`config.mk`:
```
export PLATFORM = sky130hd
export DESIGN_NAME = ex_mem_stage
export DESIGN_NICKNAME = d
export VERILOG_FILES = /design/src/rtl/mips_pkg.sv /design/src/rtl/branch_resolve.sv /design/src/rtl/ex_mem_stage.sv
export SDC_FILE = /design/constraint.sdc
export NUM_CORES = 1
export LEC_CHECK = 0
export CAP_MARGIN = 20
export CORE_MARGIN = 4
export CORE_UTILIZATION = 30
export DETAILED_ROUTE_END_ITERATION = 16
export SETUP_SLACK_MARGIN = 0.2
export SYNTH_ARGS = -nofsm -noshare
export SYNTH_HDL_FRONTEND = slang
export SYNTH_SLANG_ARGS = --single-unit
```
`constraint.sdc`:
```
create_clock -name Clk -period 7.18 [get_ports Clk]
set_clock_uncertainty 0.05 [all_clocks]
set_input_delay 0.718 -clock Clk [delete_from_list [all_inputs] [get_ports Clk]]
set_output_delay 0.718 -clock Clk [all_outputs]
set_load 0.005 [all_outputs]
```
`src/rtl/mips_pkg.sv`:
```
// mips_pkg: shared Ctl bit indices, ALU control encodings, widths and EX/MEM control bundle.
package mips_pkg;
  localparam int DATA_W_DEF = 32;
  localparam int REG_AW_DEF = 5;
  localparam int CTL_W      = 6;
  localparam int CNT_W      = 32;
  localparam int CTL_REG_WRITE = 5;
  localparam int CTL_MEM_READ  = 4;
  localparam int CTL_MEM_WRITE = 3;
  localparam int CTL_MEM_TO_REG = 2;
  localparam int CTL_BRANCH    = 1;
  localparam int CTL_BRANCH_NE = 0;
  typedef enum logic [2:0] {
    ALU_AND = 3'd0,
    ALU_OR  = 3'd1,
    ALU_ADD = 3'd2,
    ALU_SUB = 3'd6,
    ALU_SLT = 3'd7
  } alu_ctl_e;
  typedef struct packed {
    logic reg_write;
    logic mem_read;
    logic mem_write;
    logic mem_to_reg;
  } mem_ctl_t;
endpackage

```
`src/rtl/branch_resolve.sv`:
```
// branch_resolve: combinational branch-taken decision and PC-relative target.
module branch_resolve #(
  parameter int DATA_W = 32
) (
  input  logic              branch_i,
  input  logic              branch_ne_i,
  input  logic              zero_i,
  input  logic              valid_i,
  input  logic [DATA_W-1:0] pc_plus4_i,
  input  logic [DATA_W-1:0] imm_i,
  output logic              taken_o,
  output logic [DATA_W-1:0] target_o
);
  assign taken_o  = branch_i & (zero_i ^ branch_ne_i) & valid_i;
  assign target_o = pc_plus4_i + (imm_i << 2);
endmodule

```
`src/rtl/ex_mem_stage.sv`:
```
// ex_mem_stage: EX/MEM pipeline register with branch resolution and forwarding view.
// Optional bubble counter output BubbleCount when EX_MEM_PERF_CNT_EN is defined.
module ex_mem_stage
  import mips_pkg::*;
#(
  parameter int DATA_W = DATA_W_DEF,
  parameter int REG_AW = REG_AW_DEF
) (
  input  logic              Clk,
  input  logic              Rst,
  input  logic              Stall,
  input  logic              Flush,
  input  logic              InValid,
  input  logic [DATA_W-1:0] ALUResult,
  input  logic              Zero,
  input  logic [DATA_W-1:0] RtData,
  input  logic [REG_AW-1:0] DestReg,
  input  logic [DATA_W-1:0] PCPlus4,
  input  logic [DATA_W-1:0] Imm,
  input  logic [CTL_W-1:0]  Ctl,
  output logic              MemValid,
  output logic [DATA_W-1:0] MemALUResult,
  output logic [DATA_W-1:0] MemRtData,
  output logic [REG_AW-1:0] MemDestReg,
  output logic              MemRegWrite,
  output logic              MemRead_o,
  output logic              MemWrite_o,
  output logic              MemToReg_o,
  output logic              BranchTaken,
  output logic [DATA_W-1:0] BranchTarget,
  output logic              FwdEn,
  output logic [REG_AW-1:0] FwdReg,
  output logic [DATA_W-1:0] FwdData
`ifdef EX_MEM_PERF_CNT_EN
  ,
  output logic [CNT_W-1:0]  BubbleCount
`endif
);
  logic              bubble, load, taken;
  logic [DATA_W-1:0] target;
  mem_ctl_t          ctl_in;
  logic              valid_q, valid_d, taken_q, taken_d;
  mem_ctl_t          ctl_q, ctl_d;
  logic [DATA_W-1:0] alu_q, alu_d, rt_q, rt_d, target_q, target_d;
  logic [REG_AW-1:0] dest_q, dest_d;
  branch_resolve #(.DATA_W(DATA_W)) u_branch_resolve (
    .branch_i    (Ctl[CTL_BRANCH]),
    .branch_ne_i (Ctl[CTL_BRANCH_NE]),
    .zero_i      (Zero),
    .valid_i     (InValid),
    .pc_plus4_i  (PCPlus4),
    .imm_i       (Imm),
    .taken_o     (taken),
    .target_o    (target)
  );
  // An invalid EX slot on a non-stalled edge is treated exactly like a flush.
  assign bubble = Flush | (~Stall & ~InValid);
  assign load   = ~Stall & ~bubble;
  assign ctl_in = '{reg_write: Ctl[CTL_REG_WRITE], mem_read: Ctl[CTL_MEM_READ],
                    mem_write: Ctl[CTL_MEM_WRITE], mem_to_reg: Ctl[CTL_MEM_TO_REG]};
  always_comb begin
    valid_d  = load ? 1'b1 : (bubble ? 1'b0 : valid_q);
    ctl_d    = load ? ctl_in : (bubble ? '0 : ctl_q);
    taken_d  = load ? taken : (bubble ? 1'b0 : taken_q);
    alu_d    = load ? ALUResult : alu_q;
    rt_d     = load ? RtData : rt_q;
    dest_d   = load ? DestReg : dest_q;
    target_d = load ? target : target_q;
  end
  always_ff @(posedge Clk or posedge Rst) begin
    if (Rst) begin
      valid_q  <= 1'b0;
      ctl_q    <= '0;
      taken_q  <= 1'b0;
      alu_q    <= '0;
      rt_q     <= '0;
      dest_q   <= '0;
      target_q <= '0;
    end else begin
      valid_q  <= valid_d;
      ctl_q    <= ctl_d;
      taken_q  <= taken_d;
      alu_q    <= alu_d;
      rt_q     <= rt_d;
      dest_q   <= dest_d;
      target_q <= target_d;
    end
  end
  assign MemValid     = valid_q;
  assign MemALUResult = alu_q;
  assign MemRtData    = rt_q;
  assign MemDestReg   = dest_q;
  assign MemRegWrite  = ctl_q.reg_write;
  assign MemRead_o    = ctl_q.mem_read;
  assign MemWrite_o   = ctl_q.mem_write;
  assign MemToReg_o   = ctl_q.mem_to_reg;
  assign BranchTaken  = taken_q;
  assign BranchTarget = target_q;
  assign FwdEn        = valid_q & ctl_q.reg_write & (dest_q != '0);
  assign FwdReg       = dest_q;
  assign FwdData      = alu_q;
`ifdef EX_MEM_PERF_CNT_EN
  logic [CNT_W-1:0] cnt_q, cnt_d;
  assign cnt_d = (bubble && cnt_q != '1) ? cnt_q + 1'b1 : cnt_q;
  always_ff @(posedge Clk or posedge Rst) begin
    if (Rst) cnt_q <= '0;
    else cnt_q <= cnt_d;
  end
  assign BubbleCount = cnt_q;
`endif
endmodule

```
After elaboration in Yosys (flattened, before gate mapping)
Cells that the tools add are included.
{ "word_totals": {"ff_bits": 107, "latch_bits": 0, "mem_bits_rw": 0, "romBits": 0, "output_inout_bits": 145, "word_cells": 29, "mem_count": 0} }
{ "classes": {"add_sub_neg": 1, "n_mul": 0, "div": 0, "order_cmp": 0, "eq_ne": 0, "shifts": 0, "n_mux": 5, "bitwise": 11, "n_reduce_logical": 2} }
{ "op_table": {"columns": ["operator", "count"], "rows": [
  ["32-bit adder", 1],
  ["4-bit 2-to-1 mux", 2],
  ["1-bit bitwise AND", 6],
  ["5-bit nonzero test", 1],
  ["1-bit 2-to-1 mux", 3],
  ["1-bit inverter", 3],
  ["2-bit nonzero test", 1],
  ["1-bit bitwise OR", 1],
  ["1-bit bitwise XOR", 1]
]} }

Logic depth before layout (Yosys ltp)
{ "logic_depth": {"ltp_word": 6, "depth_mapped": 10} }

By module
A second synthesis with hierarchy kept.
{ "hier_totals": {"cells_unflattened": 517, "area_unflattened_um2": 6555.0} }
{ "modules_own_cells": {"columns": ["mod", "instances", "cells_per_inst", "area_each_um2", "seq_area_each_um2"], "rows": [
  ["ex_mem_stage", 1, 278, 4775.8, 2677.6],
  ["branch_resolve", 1, 239, 1779.2, 0.0]
]} }

Least setup slack after synthesis
Ideal clock, no wire load.
{ "synth_timing": {"path_kind": "input -> register", "startpoint": "input port PCPlus4[2]", "endpoint": "register target_q[26], in the netlist BranchTarget[26]", "arrival_ns": 2.838, "slack_ns": 4.203, "path_stages": 10, "n_path_buf": 0, "path_cell_list": "ha_1 > inv_1 > fa_1 > nor2b_1 > o31a_1 > a311oi_4 > a2111oi_4 > o2111ai_1 > a2111o_1 > o2111ai_1"} }
{ "synth_between": {"elab_chain_len": 1} }
{ "synth_rtl": {"columns": ["element", "line_no", "source"], "rows": [
  ["start, declared", "ex_mem_stage.sv:18", "input logic [DATA_W-1:0] PCPlus4,"],
  ["32-bit adder", "branch_resolve.sv:15", "assign target_o = pc_plus4_i + (imm_i << 2);"],
  ["end signal, assigned", "ex_mem_stage.sv:86", "target_q <= target_d;"],
  ["end, declared", "ex_mem_stage.sv:44", "logic [DATA_W-1:0] alu_q, alu_d, rt_q, rt_d, target_q, target_d;"]
]} }
No other way between the ends.
A chain may end at the register's enable or synchronous reset.

Final worst setup path
Ends and elaborated chain as after synthesis.

==> flow_metrics.env <==
export IMPL_htreeDepth=3
export IMPL_clk_path_buf_depth=2
export IMPL_track_usage_pct=16.6
export IMPL_hp_class="reg -> reg"
export IMPL_power_density_nw_per_um2=217
export IMPL_grt_max_degree=78
export IMPL_hold_buffers=0
export IMPL_status="completed"
export IMPL_synth_fa_ha_area_share_pct=6.42
export IMPL_final_area_um2=9120
export IMPL_nFillCells=1971
export IMPL_grt_antenna_before_repair=0
export IMPL_path_clk_slew_ps=80
export IMPL_power_switching_uw=581
export IMPL_postPlaceCellArea_um2=8810
export IMPL_critPathMostFrequentCell="o2111ai_1"
export IMPL_min_from="MemRtData[13]$_DFFE_PP0P_"
export IMPL_regToRegStartpoint="MemToReg_o$_DFFE_PP0P_"
export IMPL_core_region_area_um2=19500
export IMPL_die_h_um=149
export IMPL_fin_util_pct=46.7
export IMPL_reg2reg_depth=2
export IMPL_grt_pass1_wl_um=29200
export IMPL_cts_resized=0
export IMPL_routed_via_count=5540
export IMPL_wl_um=19200
export IMPL_dpl_cell_count=1190
export IMPL_final_layout_size_suffix_gt1_share_pct=3.19
export IMPL_yosysWarnings=0
export IMPL_cts_root_buf="clkbuf_16"
export IMPL_synth_compound_area_share_pct=15.4
export IMPL_ys_ff_latch=107
export IMPL_combPwrFrac_pct=33.4
export IMPL_clkSinkCount=107
export IMPL_synth_ff_type="dfrtp_1"
export IMPL_dp_hpwl_um=14700
export IMPL_holdPathEnd="MemRtData[13]$_DFFE_PP0P_"
export IMPL_worstReg2RegEnd="MemToReg_o$_DFFE_PP0P_"
export IMPL_critPathRequiredTime_ps=7390
export IMPL_postSynthAreaPerCell_um2=8.47
export IMPL_overflow=0
export IMPL_ir_worst_vdd_v=0.000111
export IMPL_synth_top_family_by_area="simple AND/OR/NAND/NOR gates"
export IMPL_syn_nets=879
export IMPL_viasPerCell=4.59
export IMPL_die_area_um2=22200
export IMPL_tightest_slew_ps=890
export IMPL_place_congestion=0.810
export IMPL_synth_top_cell_area_share_pct=44.9
export IMPL_slew_violations=0
export IMPL_p_leak_uw=0.00410
export IMPL_max_slew_margin_rel_pct=40.6
export IMPL_synth_xor_area_share_pct=2.50
export IMPL_worst_hold_slack_ps=426
export IMPL_drc=0
export IMPL_syn_cell_area_um2=5970
export IMPL_yosys_area_top_type="dfrtp_1"
export IMPL_seqPwrFrac_pct=39.4
export IMPL_nets=1111
export IMPL_first_global_vias=5258
export IMPL_ys_types=51
export IMPL_synth_area_leaders="dfrtp_1 (45%), nand2_1 (16%), ha_1 (6.1%), buf_4 (4.7%), a21oi_1 (3.6%)"
export IMPL_finalHoldViolCount=0
export IMPL_syn_inst=704
export IMPL_critical_path_slowest_cell="a2111oi_4"
export IMPL_cap_violations=0
export IMPL_setup_tns_ps=0
export IMPL_rows=51
export IMPL_slowest_delay_ps=480
export IMPL_seq_area_frac_synth_pct=44.9
export IMPL_numCtsBuffers=9
export IMPL_arrival_ps=3660
export IMPL_async_flop_share_pct=100
export IMPL_crit_chain="clkdlybuf4s50_1, ha_1, inv_1, fa_1, nor2b_1, o31a_1, a311oi_4, a2111oi_4, o2111ai_1, a2111o_1, o2111ai_1"
export IMPL_max_freq_ghz=0.290
export IMPL_io_pins=290
export IMPL_yosysMostFrequentCell="nand2_1"
export IMPL_rrSetupSlack_ps=6360
export IMPL_synth_edff_count=0
export IMPL_synth_simple_gate_area_share_pct=23.0
export IMPL_cts_setup_buffers=0
export IMPL_startpoint_type="primary input"
export IMPL_io_buffer_count=287
export IMPL_critPathMaxFanout=4
export IMPL_start_util_pct=30.6
export IMPL_finalNonFillerCells=1206
export IMPL_routedWlPerCell_um=15.9
export IMPL_switching_share_pct=29.4
export IMPL_die_w_um=149
export IMPL_layout_min_cycle_time_ps=3450
export IMPL_cts_tree="built"
export IMPL_clkPwrFrac_pct=27.2
export IMPL_hold_depth=2
export IMPL_drtIter0Drc=260
export IMPL_syn_to_final_growth_pct=52.9
export IMPL_synthMuxAreaShare_pct=0.189
export IMPL_clk_insertion_delay_late_ps=350
export IMPL_worstSetupEndpointType="flop"
export IMPL_fin_crit_sh_pct=48.1
export IMPL_ant_nets=0
export IMPL_finalSetupViolCount=0
export IMPL_worstSetupPathType="in -> reg"
export IMPL_diodes=0
export IMPL_synth_common_cells="nand2_1 (256), dfrtp_1 (107), a21oi_1 (43)"
export IMPL_power_internal_uw=1390
export IMPL_detailedRoute_firstPassIterationCount=4
export IMPL_rsz0062_at_grt="false"
-- placed cells by master, fill, tap and decap left out, types with 3 or more instances in the layout --
cell type,instances
nand3_1,19
xnor2_1,9
ha_1,29
and2_1,3
o21bai_1,5
o31ai_1,3
a21o_1,8
nor2_1,14
nor3_1,8
clkbuf_16,9
inv_1,13
o211ai_1,11
o21a_1,8
nand4_1,6
nor2b_1,8
inv_6,4
clkdlybuf4s50_1,287
buf_4,3
a22oi_1,4
a211o_1,3
a21oi_1,43
nand2_1,256
or3_1,4
o2111ai_1,7
a211oi_1,3
o21ai_0,27
or4_1,3
dfrtp_1,107
xor2_1,8
-- state kept, by name (all words and copies together), names as in the netlist --
name,cells
MemWrite_o,1
BranchTarget,32
FwdReg,5
BranchTaken,1
MemValid,1
FwdData,32
MemRegWrite,1
MemRead_o,1
MemToReg_o,1
MemRtData,32
-- final cells by class --
cell class,instances,area [µm²],area share (%)
Inverter,14,55.1,0.603
Sequential cell,107,2680,29.3
Clock buffer,10,239,2.62
Multi-Input combinational cell,514,2850,31.2
Timing Repair Buffer,290,2900,31.7
Tap cell,265,332,3.63
Clock inverter,6,76.3,0.837
-- worst max-delay path, delay by kind of cell --
kind / cells / cell delay [ps]
buffers and inverters: 2 / 520
adders and majority gates: 2 / 570
and+or+nand+nor: 1 / 180
AOI/OAI and AO/OA: 6 / 1680
-- power groups by stage --
stage	Sequential [µW]	Combinational, µW	Clock, µW
3_5_place_dp	791	670	0
4_1_cts	780	672	560
2_1_floorplan	789	271	0
3_3_place_gp	787	666	0
5_1_grt	794	723	583
6_report	778	660	538
-- per-layer routing --
metal	GRT usage, %	part of all wire (%)	up-vias
met5	0	0	-
met2	27.4	49	165
met3	3.62	5.4	18
met1	22.1	44	2556
li1	-	-	2801
met4	4.44	1.8	0
-- through the flow --
step	setup slack, ps	power [µW]
2_1_floorplan	3590	1060
3_3_place_gp	3250	1450
3_5_place_dp	3270	1460
4_1_cts	3620	2010
5_1_grt	3480	2100
6_report	3730	1980
-- worst max path at each step --
stage	startpoint	end	depth (start not counted)
after floorplan	Rst	BranchTaken$_DFFE_PP0P_	1
after global placement	Stall	BranchTarget[8]$_DFFE_PP0P_	5
after detailed placement	Stall	BranchTarget[8]$_DFFE_PP0P_	5
after CTS	Stall	BranchTarget[24]$_DFFE_PP0P_	8
after global routing	Stall	BranchTarget[24]$_DFFE_PP0P_	8
final	PCPlus4[2]	BranchTarget[26]$_DFFE_PP0P_	11
-- logic make-up after synthesis --
group | count (synthesis)
compound gates | 136
xor+xnor | 17
fa+ha+maj | 30
buf+inv | 83
flops | 107
mux | 1
simple gates | 330
No activity file was read; power rests on OpenSTA's default activity.
